<file path="config.mk">
export PLATFORM = sky130hd
export DESIGN_NAME = tengig_eth_loop_ctrl_flat
export DESIGN_NICKNAME = d
export VERILOG_FILES = /design/src/rtl/tengig_eth_loop_ctrl_if.sv /design/src/rtl/tengig_eth_loop_ctrl.sv /design/src/flat_wrapper.sv
export SDC_FILE = /design/constraint.sdc
export NUM_CORES = 1
export LEC_CHECK = 0
export BUFFER_PORTS_ARGS = -buffer_cell sky130_fd_sc_hd__buf_2
export CORE_UTILIZATION = 50
export DETAILED_ROUTE_END_ITERATION = 10
export PLACE_DENSITY_LB_ADDON = 0.05
export SETUP_SLACK_MARGIN = 0.1
export SYNTH_ARGS = -nofsm -noshare
export SYNTH_HDL_FRONTEND = slang
export SYNTH_SLANG_ARGS = --single-unit
</file>
<file path="constraint.sdc">
create_clock -name piEthCoreClk -period 2.4 [get_ports piEthCoreClk]
set_clock_uncertainty 0.05 [all_clocks]
set_input_delay 0.36 -clock piEthCoreClk [delete_from_list [all_inputs] [get_ports piEthCoreClk]]
set_output_delay 0.36 -clock piEthCoreClk [all_outputs]
set_load 0.02 [all_outputs]
</file>
<file path="src/rtl/tengig_eth_loop_ctrl_if.sv">
// Purpose: L2-RX / L3-TX stream handshake observation plus the per-stream frame-start holds.
// Latency: wires only; holds are decoded from the controller's registered state.
// Backpressure: holds ask the owner of the streams to gate tvalid/tready between frames.
interface tengig_eth_loop_ctrl_if;
    logic l2Tvalid;
    logic l2Tready;
    logic l2Tlast;
    logic l3Tvalid;
    logic l3Tready;
    logic l3Tlast;
    logic holdL2;
    logic holdL3;

    // Stream side: drives the observed handshakes, receives the holds.
    modport master (
        output l2Tvalid, l2Tready, l2Tlast,
        output l3Tvalid, l3Tready, l3Tlast,
        input  holdL2, holdL3
    );

    // Controller side.
    modport slave (
        input  l2Tvalid, l2Tready, l2Tlast,
        input  l3Tvalid, l3Tready, l3Tlast,
        output holdL2, holdL3
    );
endinterface

</file>
<file path="src/rtl/tengig_eth_loop_ctrl.sv">
// Purpose: turns the ETH0 L2/L3 loopback mux only between frames (drain, flip, settle); optional stats via TENGIG_LOOP_CTRL_STATS_EN.
// Latency: idle streams, req -> ack in 1 + 1 + gSettleCycles cycles; select flips on the edge that leaves DRAIN.
// Backpressure: holds block new frame starts during DRAIN/SETTLE; a drain stuck past gDrainTimeout aborts and latches a fault.
module tengig_eth_loop_ctrl #(
    parameter int gDrainTimeout = 1024,
    parameter int gSettleCycles = 4
) (
    input  logic                        piEthCoreClk,
    input  logic                        piResetN_a,
    input  logic                        piLoopbackReq,
    input  logic                        piErrClr,
    tengig_eth_loop_ctrl_if.slave       strm,
    output logic                        poMuxSel,
    output logic                        poLoopbackAck,
    output logic                        poBusy,
    output logic                        poDrainErr,
    output logic [31:0]                 poLoopFrameCnt,
    output logic [7:0]                  poAbortCnt
);

    typedef enum logic [2:0] {
        PASS      = 3'd0,
        DRAIN_LP  = 3'd1,
        SETTLE_LP = 3'd2,
        LOOP      = 3'd3,
        DRAIN_PS  = 3'd4,
        SETTLE_PS = 3'd5
    } state_t;

    state_t      state;
    logic        inFrameL2;
    logic        inFrameL3;
    logic        fault;
    logic [15:0] drainCnt;
    logic [3:0]  settleCnt;

    logic l2Beat;
    logic l3Beat;
    logic inDrain;
    logic inSettle;
    logic anyOpen;
    logic faultEff;
    logic withdrawn;
    logic drainTimeout;
    logic abortNow;

    assign l2Beat       = strm.l2Tvalid & strm.l2Tready;
    assign l3Beat       = strm.l3Tvalid & strm.l3Tready;
    assign inDrain      = (state == DRAIN_LP) || (state == DRAIN_PS);
    assign inSettle     = (state == SETTLE_LP) || (state == SETTLE_PS);
    assign anyOpen      = inFrameL2 | inFrameL3;
    // A clear pulse lets a blocked switch start on the same edge.
    assign faultEff     = fault & ~piErrClr;
    // Request no longer asks for the mode we are draining towards.
    assign withdrawn    = ((state == DRAIN_LP) & ~piLoopbackReq) | ((state == DRAIN_PS) & piLoopbackReq);
    assign drainTimeout = (drainCnt == 16'(gDrainTimeout - 1));
    assign abortNow     = inDrain & ~withdrawn & anyOpen & drainTimeout;

    // Holds only bite between frames while draining, and unconditionally while settling.
    assign strm.holdL2  = (inDrain & ~inFrameL2) | inSettle;
    assign strm.holdL3  = (inDrain & ~inFrameL3) | inSettle;
    assign poLoopbackAck = (state == LOOP);
    assign poBusy        = inDrain | inSettle;

    // Track open frames on each observed stream; single-beat frames never open one.
    always_ff @(posedge piEthCoreClk or negedge piResetN_a) begin
        if (!piResetN_a) begin
            inFrameL2 <= 1'b0;
            inFrameL3 <= 1'b0;
        end else begin
            if (l2Beat) inFrameL2 <= ~strm.l2Tlast;
            if (l3Beat) inFrameL3 <= ~strm.l3Tlast;
        end
    end

    // Switch sequencer: drain open frames, flip the select, settle, release.
    always_ff @(posedge piEthCoreClk or negedge piResetN_a) begin
        if (!piResetN_a) begin
            state     <= PASS;
            poMuxSel  <= 1'b0;
            drainCnt  <= '0;
            settleCnt <= '0;
        end else begin
            case (state)
                PASS: begin
                    drainCnt <= '0;
                    if (piLoopbackReq && !faultEff) state <= DRAIN_LP;
                end
                LOOP: begin
                    drainCnt <= '0;
                    if (!piLoopbackReq && !faultEff) state <= DRAIN_PS;
                end
                DRAIN_LP, DRAIN_PS: begin
                    if (withdrawn) begin
                        state <= (state == DRAIN_LP) ? PASS : LOOP;
                    end else if (!anyOpen) begin
                        state     <= (state == DRAIN_LP) ? SETTLE_LP : SETTLE_PS;
                        poMuxSel  <= ~poMuxSel;
                        settleCnt <= '0;
                    end else if (drainTimeout) begin
                        state <= (state == DRAIN_LP) ? PASS : LOOP;
                    end else begin
                        drainCnt <= drainCnt + 16'd1;
                    end
                end
                SETTLE_LP, SETTLE_PS: begin
                    if (settleCnt == 4'(gSettleCycles - 1)) begin
                        state <= (state == SETTLE_LP) ? LOOP : PASS;
                    end else begin
                        settleCnt <= settleCnt + 4'd1;
                    end
                end
                default: state <= PASS;
            endcase
        end
    end

    // Fault latch and sticky error: a new abort beats a same-cycle clear.
    always_ff @(posedge piEthCoreClk or negedge piResetN_a) begin
        if (!piResetN_a) begin
            fault      <= 1'b0;
            poDrainErr <= 1'b0;
        end else if (abortNow) begin
            fault      <= 1'b1;
            poDrainErr <= 1'b1;
        end else if (piErrClr) begin
            fault      <= 1'b0;
            poDrainErr <= 1'b0;
        end else if (piLoopbackReq == poMuxSel) begin
            fault      <= 1'b0;
        end
    end

`ifdef TENGIG_LOOP_CTRL_STATS_EN
    // Loopback frame count (wrapping) and abort count (saturating).
    always_ff @(posedge piEthCoreClk or negedge piResetN_a) begin
        if (!piResetN_a) begin
            poLoopFrameCnt <= '0;
            poAbortCnt     <= '0;
        end else begin
            if (state == LOOP && l2Beat && strm.l2Tlast) poLoopFrameCnt <= poLoopFrameCnt + 32'd1;
            if (abortNow && poAbortCnt != 8'hFF) poAbortCnt <= poAbortCnt + 8'd1;
        end
    end
`else
    assign poLoopFrameCnt = '0;
    assign poAbortCnt     = '0;
`endif

endmodule
</file>
<file path="src/flat_wrapper.sv">
// flat-port wrapper written by rule: the top's interface ports become plain ports
module tengig_eth_loop_ctrl_flat 
#(
    parameter int gDrainTimeout = 1024,
    parameter int gSettleCycles = 4
)
  (piEthCoreClk, piResetN_a, piLoopbackReq, piErrClr, poMuxSel, poLoopbackAck, poBusy, poDrainErr, poLoopFrameCnt, poAbortCnt, strm_l2Tvalid, strm_l2Tready, strm_l2Tlast, strm_l3Tvalid, strm_l3Tready, strm_l3Tlast, strm_holdL2, strm_holdL3);
  tengig_eth_loop_ctrl_if strm_i ();
  input  logic piEthCoreClk;
  input  logic piResetN_a;
  input  logic piLoopbackReq;
  input  logic piErrClr;
  output logic poMuxSel;
  output logic poLoopbackAck;
  output logic poBusy;
  output logic poDrainErr;
  output logic [31:0] poLoopFrameCnt;
  output logic [7:0] poAbortCnt;
  input wire logic [$bits(strm_i.l2Tvalid)-1:0] strm_l2Tvalid;
  input wire logic [$bits(strm_i.l2Tready)-1:0] strm_l2Tready;
  input wire logic [$bits(strm_i.l2Tlast)-1:0] strm_l2Tlast;
  input wire logic [$bits(strm_i.l3Tvalid)-1:0] strm_l3Tvalid;
  input wire logic [$bits(strm_i.l3Tready)-1:0] strm_l3Tready;
  input wire logic [$bits(strm_i.l3Tlast)-1:0] strm_l3Tlast;
  output wire logic [$bits(strm_i.holdL2)-1:0] strm_holdL2;
  output wire logic [$bits(strm_i.holdL3)-1:0] strm_holdL3;
  assign strm_i.l2Tvalid = strm_l2Tvalid;
  assign strm_i.l2Tready = strm_l2Tready;
  assign strm_i.l2Tlast = strm_l2Tlast;
  assign strm_i.l3Tvalid = strm_l3Tvalid;
  assign strm_i.l3Tready = strm_l3Tready;
  assign strm_i.l3Tlast = strm_l3Tlast;
  assign strm_holdL2 = strm_i.holdL2;
  assign strm_holdL3 = strm_i.holdL3;
  tengig_eth_loop_ctrl #(.gDrainTimeout(gDrainTimeout), .gSettleCycles(gSettleCycles)) u_core (.piEthCoreClk(piEthCoreClk), .piResetN_a(piResetN_a), .piLoopbackReq(piLoopbackReq), .piErrClr(piErrClr), .strm(strm_i), .poMuxSel(poMuxSel), .poLoopbackAck(poLoopbackAck), .poBusy(poBusy), .poDrainErr(poDrainErr), .poLoopFrameCnt(poLoopFrameCnt), .poAbortCnt(poAbortCnt));
endmodule
</file>
======== Word level (Yosys, flattened, before mapping) ========
Index checks and enable logic that the tools add are counted.
word-level totals
  register bits ........................... 28
  bits in latches ......................... 0
  bits in writable memories ............... 0
  memory bits (read-only) ................. 0
  input bits .............................. 10
  word-level logic and storage cells ...... 92
  memories ................................ 0
cells by class
  $add $sub $neg .......................... 2
  $mul .................................... 0
  div/mod/pow operators ................... 0
  magnitude comparators ................... 0
  eq/ne operators ......................... 17
  shift operators ......................... 0
  muxes and demuxes ....................... 23
  bitwise gates (word level) .............. 24
  reduce and logical (&&, ||, !) cells .... 18
operator list
  operator                 number
  $mux W16                 3
  $pmux W16 S2             1
  $mux W3                  7
  $add A16 B1 Y16 const B  1
  $eq A16 B10 Y1 const B   1
  $mux W4                  3
  $pmux W3 S4              1
  $reduce_and A4 Y1        3
  $and A1 B1 Y1            10
  $not A1 Y1               9
  $ne A2 B1 Y1 const B     4
  $ne A2 B2 Y1 const B     4
  $pmux W4 S2              1
  $eq A3 B2 Y1 const B     2
  $eq A3 B3 Y1 const B     2
  $reduce_bool A2 Y1       3
  $reduce_or A2 Y1         3
  $mux W1                  5
  $or A1 B1 Y1             5
  $add A4 B1 Y4 const B    1
  $eq A4 B2 Y1 const B     1
  $mux W2                  2
  $ne A4 B4 Y1 const B     1
  $eq A3 B1 Y1 const B     1
  other kinds (7)          10

======== Longest topological paths before layout ========
  word-level depth ........................ 8
  depth in mapped cells ................... 8
  mapped depth without buffers ............ 6

======== Least setup slack after synthesis ========
Ideal clock, no wire load.
  path type ............................... register -> register
  start point ............................. reg u_core.drainCnt[13]
  end point ............................... reg u_core.drainCnt[13]
  library setup time ...................... 133 ps
  arrival time ............................ 1990 ps
  setup slack ............................. 227 ps
  cell stages (with the launch flop) ...... 8
  path buffers ............................ 2
  clock period less this slack ............ 2173 ps
  cell sequence ........................... dfrtp_1 > or4_1 > or4_1 > buf_2 > buf_6 > nand4b_1 > xor2_1 > nor2_1
between the ends
  longest elaborated chain between the ends .. 5
  elaborated cells on any way between the ends .. 8
  those cells by class .................... add/sub (1); eq/ne (2); mux (4); reduce/logical (1)
RTL lines
  item                    RTL line                     source
  from (decl)             tengig_eth_loop_ctrl.sv:34   logic [15:0] drainCnt;
  from (signal assigned)  tengig_eth_loop_ctrl.sv:103  drainCnt <= drainCnt + 16'd1;
  $add A16 B1 Y16         tengig_eth_loop_ctrl.sv:103
  $mux W16                tengig_eth_loop_ctrl.sv:100  end else if (drainTimeout) begin
  $mux W16                tengig_eth_loop_ctrl.sv:96   end else if (!anyOpen) begin
  $mux W16                tengig_eth_loop_ctrl.sv:94   if (withdrawn) begin
  $pmux W16 S2            tengig_eth_loop_ctrl.sv:84   case (state)
Parallel ways exist; a longest one is shown, timed or not. The select of a mux whose other input is x is not followed.
A chain may end at the register's enable or synchronous reset.

======== Final worst setup path ========
  start point ............................. reg u_core.drainCnt[13]
  end point ............................... reg u_core.drainCnt[0]
between the ends
  longest elaborated chain between the ends .. 3
RTL lines
  item                                RTL line                    source
  $eq A16 B10 Y1                      tengig_eth_loop_ctrl.sv:56  assign drainTimeout = (drainCnt == 16'(gDrainTimeout - 1));
  $ne A2 B2 Y1 (no source line)       -
  $reduce_and A4 Y1 (no source line)  -
No other way between the ends.

==> impl_metrics.csv <==
group,metric,value,unit
run_status,status,"finished, final reports clean",
floorplan,dieArea,4380,sq um
clock_network,cts_tree,"yes",
sta,hold_violations,0,
clock_network,root_buffer,"clkbuf_8",
sta,holdWs,0.0400,ns
power,pwr-share-seq,31.6,%
synth,syn_inst,241,
floorplan,core,3800,sq um
finish,layout_common_cells,"conb_1 (40), dfrtp_1 (28), nor2_1 (18)",
place,gp_congestion,0.814,
worst_setup_path,critPathCaptureType,"flop",
worst_hold_path,holdCritPathClass,"in2async",
worst_setup_path,startpoint_type,"flop",
clock_network,clock-sinks,28,
finish,post-route-util,57.6,%
synth,ys_seq_elements,28,
power,switching_share,42.6,%
clock_network,clock_latency,0.28,ns
global_route,grt_usage,20.4,%
floorplan,die_width,66.2,microns
power,power.density,954,nW/um^2
sta,min_period,2.22,ns
sta,max_clock_freq,0.450,GHz
worst_setup_path,critPathMaxFanout,14,
finish,antenna_cells,0,
synth,avgSynthCellArea,8.55,sq um
global_route,grt_pass1_wl,6890,microns
clock_network,cts_setup_buffers,0,
power,p_leak,1.00,nW
synth,ys_seq_area_share,34.0,%
finish,layout_commonest_cell,"conb_1",
synth,yosys_warnings,0,
sta,period_share,92.6,%
floorplan,io_pins,56,
worst_setup_path,required,2.53,ns
finish,fillers,371,
routing,drt.antenna.violating_nets,0,
routing,drc_errors,0,
sta,final.setup.tns,0,ns
sta,setup_viol,0,
power,netSwitchingPower,891,uW
global_route,antenna_found_initial,0,
routing,drt-pass1-iter-count,4,
worst_setup_path,path_class,"reg2reg",
sta,rsz0062_at_grt,"false",
synth,synthFlopType,"dfrtp_1",
power,vdd_drop_max,0.677,mV
synth,synth_edf_count,0,
clock_network,clkSlewWorstSetupHoldPaths,0.10,ns
clock_network,htreeDepth,1,
worst_setup_path,crit_arrival,2.35,ns
finish,final_layout_size_suffix_gt1_share,16.3,%
synth,yosysUniqueCellTypes,51,
power,p_int,1.20,mW
finish,area_growth,6.19,%
clock_network,clk_path_buf_depth,2,
clock_network,hold_buffers,0,
routing,initialDrtViolationCount,78,
finish,final_net_count,276,
floorplan,start_util,54.2,%
place,port_buffers,15,
floorplan,core.rowCount,22,
global_route,grt_pass1_vias,1526,
sta,report.final.slew_viol_count,0,
sta,slew_headroom,57.4,%
global_route,grt_max_degree,29,
synth,async_flop_share,100,%
routing,num_vias,1663,
routing,finalWirelength,3940,microns
routing,wl_per_cell,12.7,microns
routing,vias_per_cell,5.35,
floorplan,dieHeight,66.2,microns
power,power.total,2.09,mW
clock_network,numCtsBuffers,3,
power,power_frac_clock,18.1,%
place,dpl.hpwl,2940,microns
job,maxCapViolCount,0,
sta,worstMarginPinSlew,0.639,ns
global_route,overflow,0,
power,pwr-share-comb,50.4,%
synth,synth_area,2060,sq um
-- synth_stat cells (all sizes together) (2+ instances only) --
master | n | area [sq um]
nor3b | 2 | 15.0
xnor2 | 4 | 35.0
nor3 | 7 | 35.0
xor2 | 8 | 70.1
nand3 | 6 | 30.0
dfrtp | 28 | 701
maj3 | 2 | 20.0
and3 | 2 | 12.5
clkbuf | 7 | 26.3
or4 | 6 | 45.0
nor2 | 19 | 73.8
o22ai | 4 | 25.0
nand3b | 2 | 15.0
nand4 | 12 | 75.1
or3 | 5 | 31.3
a21oi | 15 | 75.1
mux2i | 4 | 40.0
nand2 | 10 | 40.0
a21o | 4 | 30.0
inv | 8 | 30.0
o21ai | 10 | 50.0
nor2b | 4 | 25.0
nand2b | 2 | 12.5
a22oi | 2 | 20.0
ha | 2 | 25.0
o31ai | 3 | 22.5
buf | 45 | 330
a31oi | 2 | 12.5
-- worst paths after layout --
check / startpoint / to / slack [ns] / cells after the start
worst max-delay path: u_core.drainCnt[13] / u_core.drainCnt[0] / 0.18 / 6
worst min-delay path: piResetN_a / u_core.poDrainErr / 0.04 / 1
worst max register to register: u_core.drainCnt[13] / u_core.drainCnt[0] / 0.18 / 6
worst min register to register: u_core.poMuxSel / u_core.poMuxSel / 0.46 / 1
max in group asynchronous: piResetN_a / u_core.settleCnt[0] / 1.85 / 1
min in group piEthCoreClk: strm_l3Tlast / u_core.inFrameL3 / 0.20 / 2
-- critical path, cell delays in order (launching register included) --
cell	delay, ns
dfrtp_1	0.39
or4_4	0.54
or4_4	0.54
buf_6	0.16
a22oi_2	0.14
a2111oi_1	0.07
a211o_1	0.23
-- layout make-up --
| cell class | count | area [sq um] | share of cell area (%) |
|---|---|---|---|
| clock buffer | 3 | 41.3 | 1.89 |
| sequential | 28 | 701 | 32.0 |
| multi-input combinational | 192 | 1130 | 51.5 |
| inverter | 8 | 30.0 | 1.37 |
| timing repair buffer | 31 | 199 | 9.09 |
| clock inverter | 1 | 30.0 | 1.37 |
| tap | 48 | 60.1 | 2.74 |
-- state kept, by name, summed over array words and instances, names as in the netlist --
signal             cells
u_core.drainCnt       16
u_core.fault           1
u_core.inFrameL2       1
u_core.inFrameL3       1
u_core.poDrainErr      1
u_core.poMuxSel        1
u_core.settleCnt       4
u_core.state           3
-- cell families after synthesis --
kind of cell / after synthesis / share of synthesized area, %
fa+ha+maj: 4 / 2.19
xor+xnor: 12 / 5.10
flops: 28 / 34.0
buf+inv: 60 / 18.8
mux: 4 / 1.94
compound gates: 48 / 15.2
other cells: 1 / 0.182
simple gates: 84 / 22.6
-- power groups by stage --
stage | sequential, mW | clock (mW) | combinational, mW
3_5_place_dp | 0.666 | 0 | 1.06
6_report | 0.659 | 0.378 | 1.05
4_1_cts | 0.657 | 0.392 | 1.06
2_1_floorplan | 0.623 | 0 | 0.823
5_1_grt | 0.674 | 0.410 | 1.16
3_3_place_gp | 0.668 | 0 | 1.06
-- metrics by stage --
step | cell area [sq um] | instances | setup slack, ns
2_1_floorplan | 2210 | 280 | 0.227
3_3_place_gp | 2110 | 307 | 0.166
3_5_place_dp | 2110 | 307 | 0.153
4_1_cts | 2180 | 311 | 0.144
5_1_grt | 2190 | 311 | 0.112
6_report | 2190 | 311 | 0.179
-- routing by layer --
layer / track usage [%] / routed length (microns) / vias up
li1: - / - / 824
met5: 0 / 0 / -
met2: 32.4 / 1760 / 58
met1: 28.5 / 1960 / 777
met4: 4.26 / 35 / 0
met3: 4.31 / 179 / 4
-- repair_timing --
item / CTS / global route
setup endpoints to repair: 0 / 6
gates resized for setup: 0 / 4
endpoints found under the hold margin: 0 / 0
Note: power is estimated with default switching activity, not from simulation.
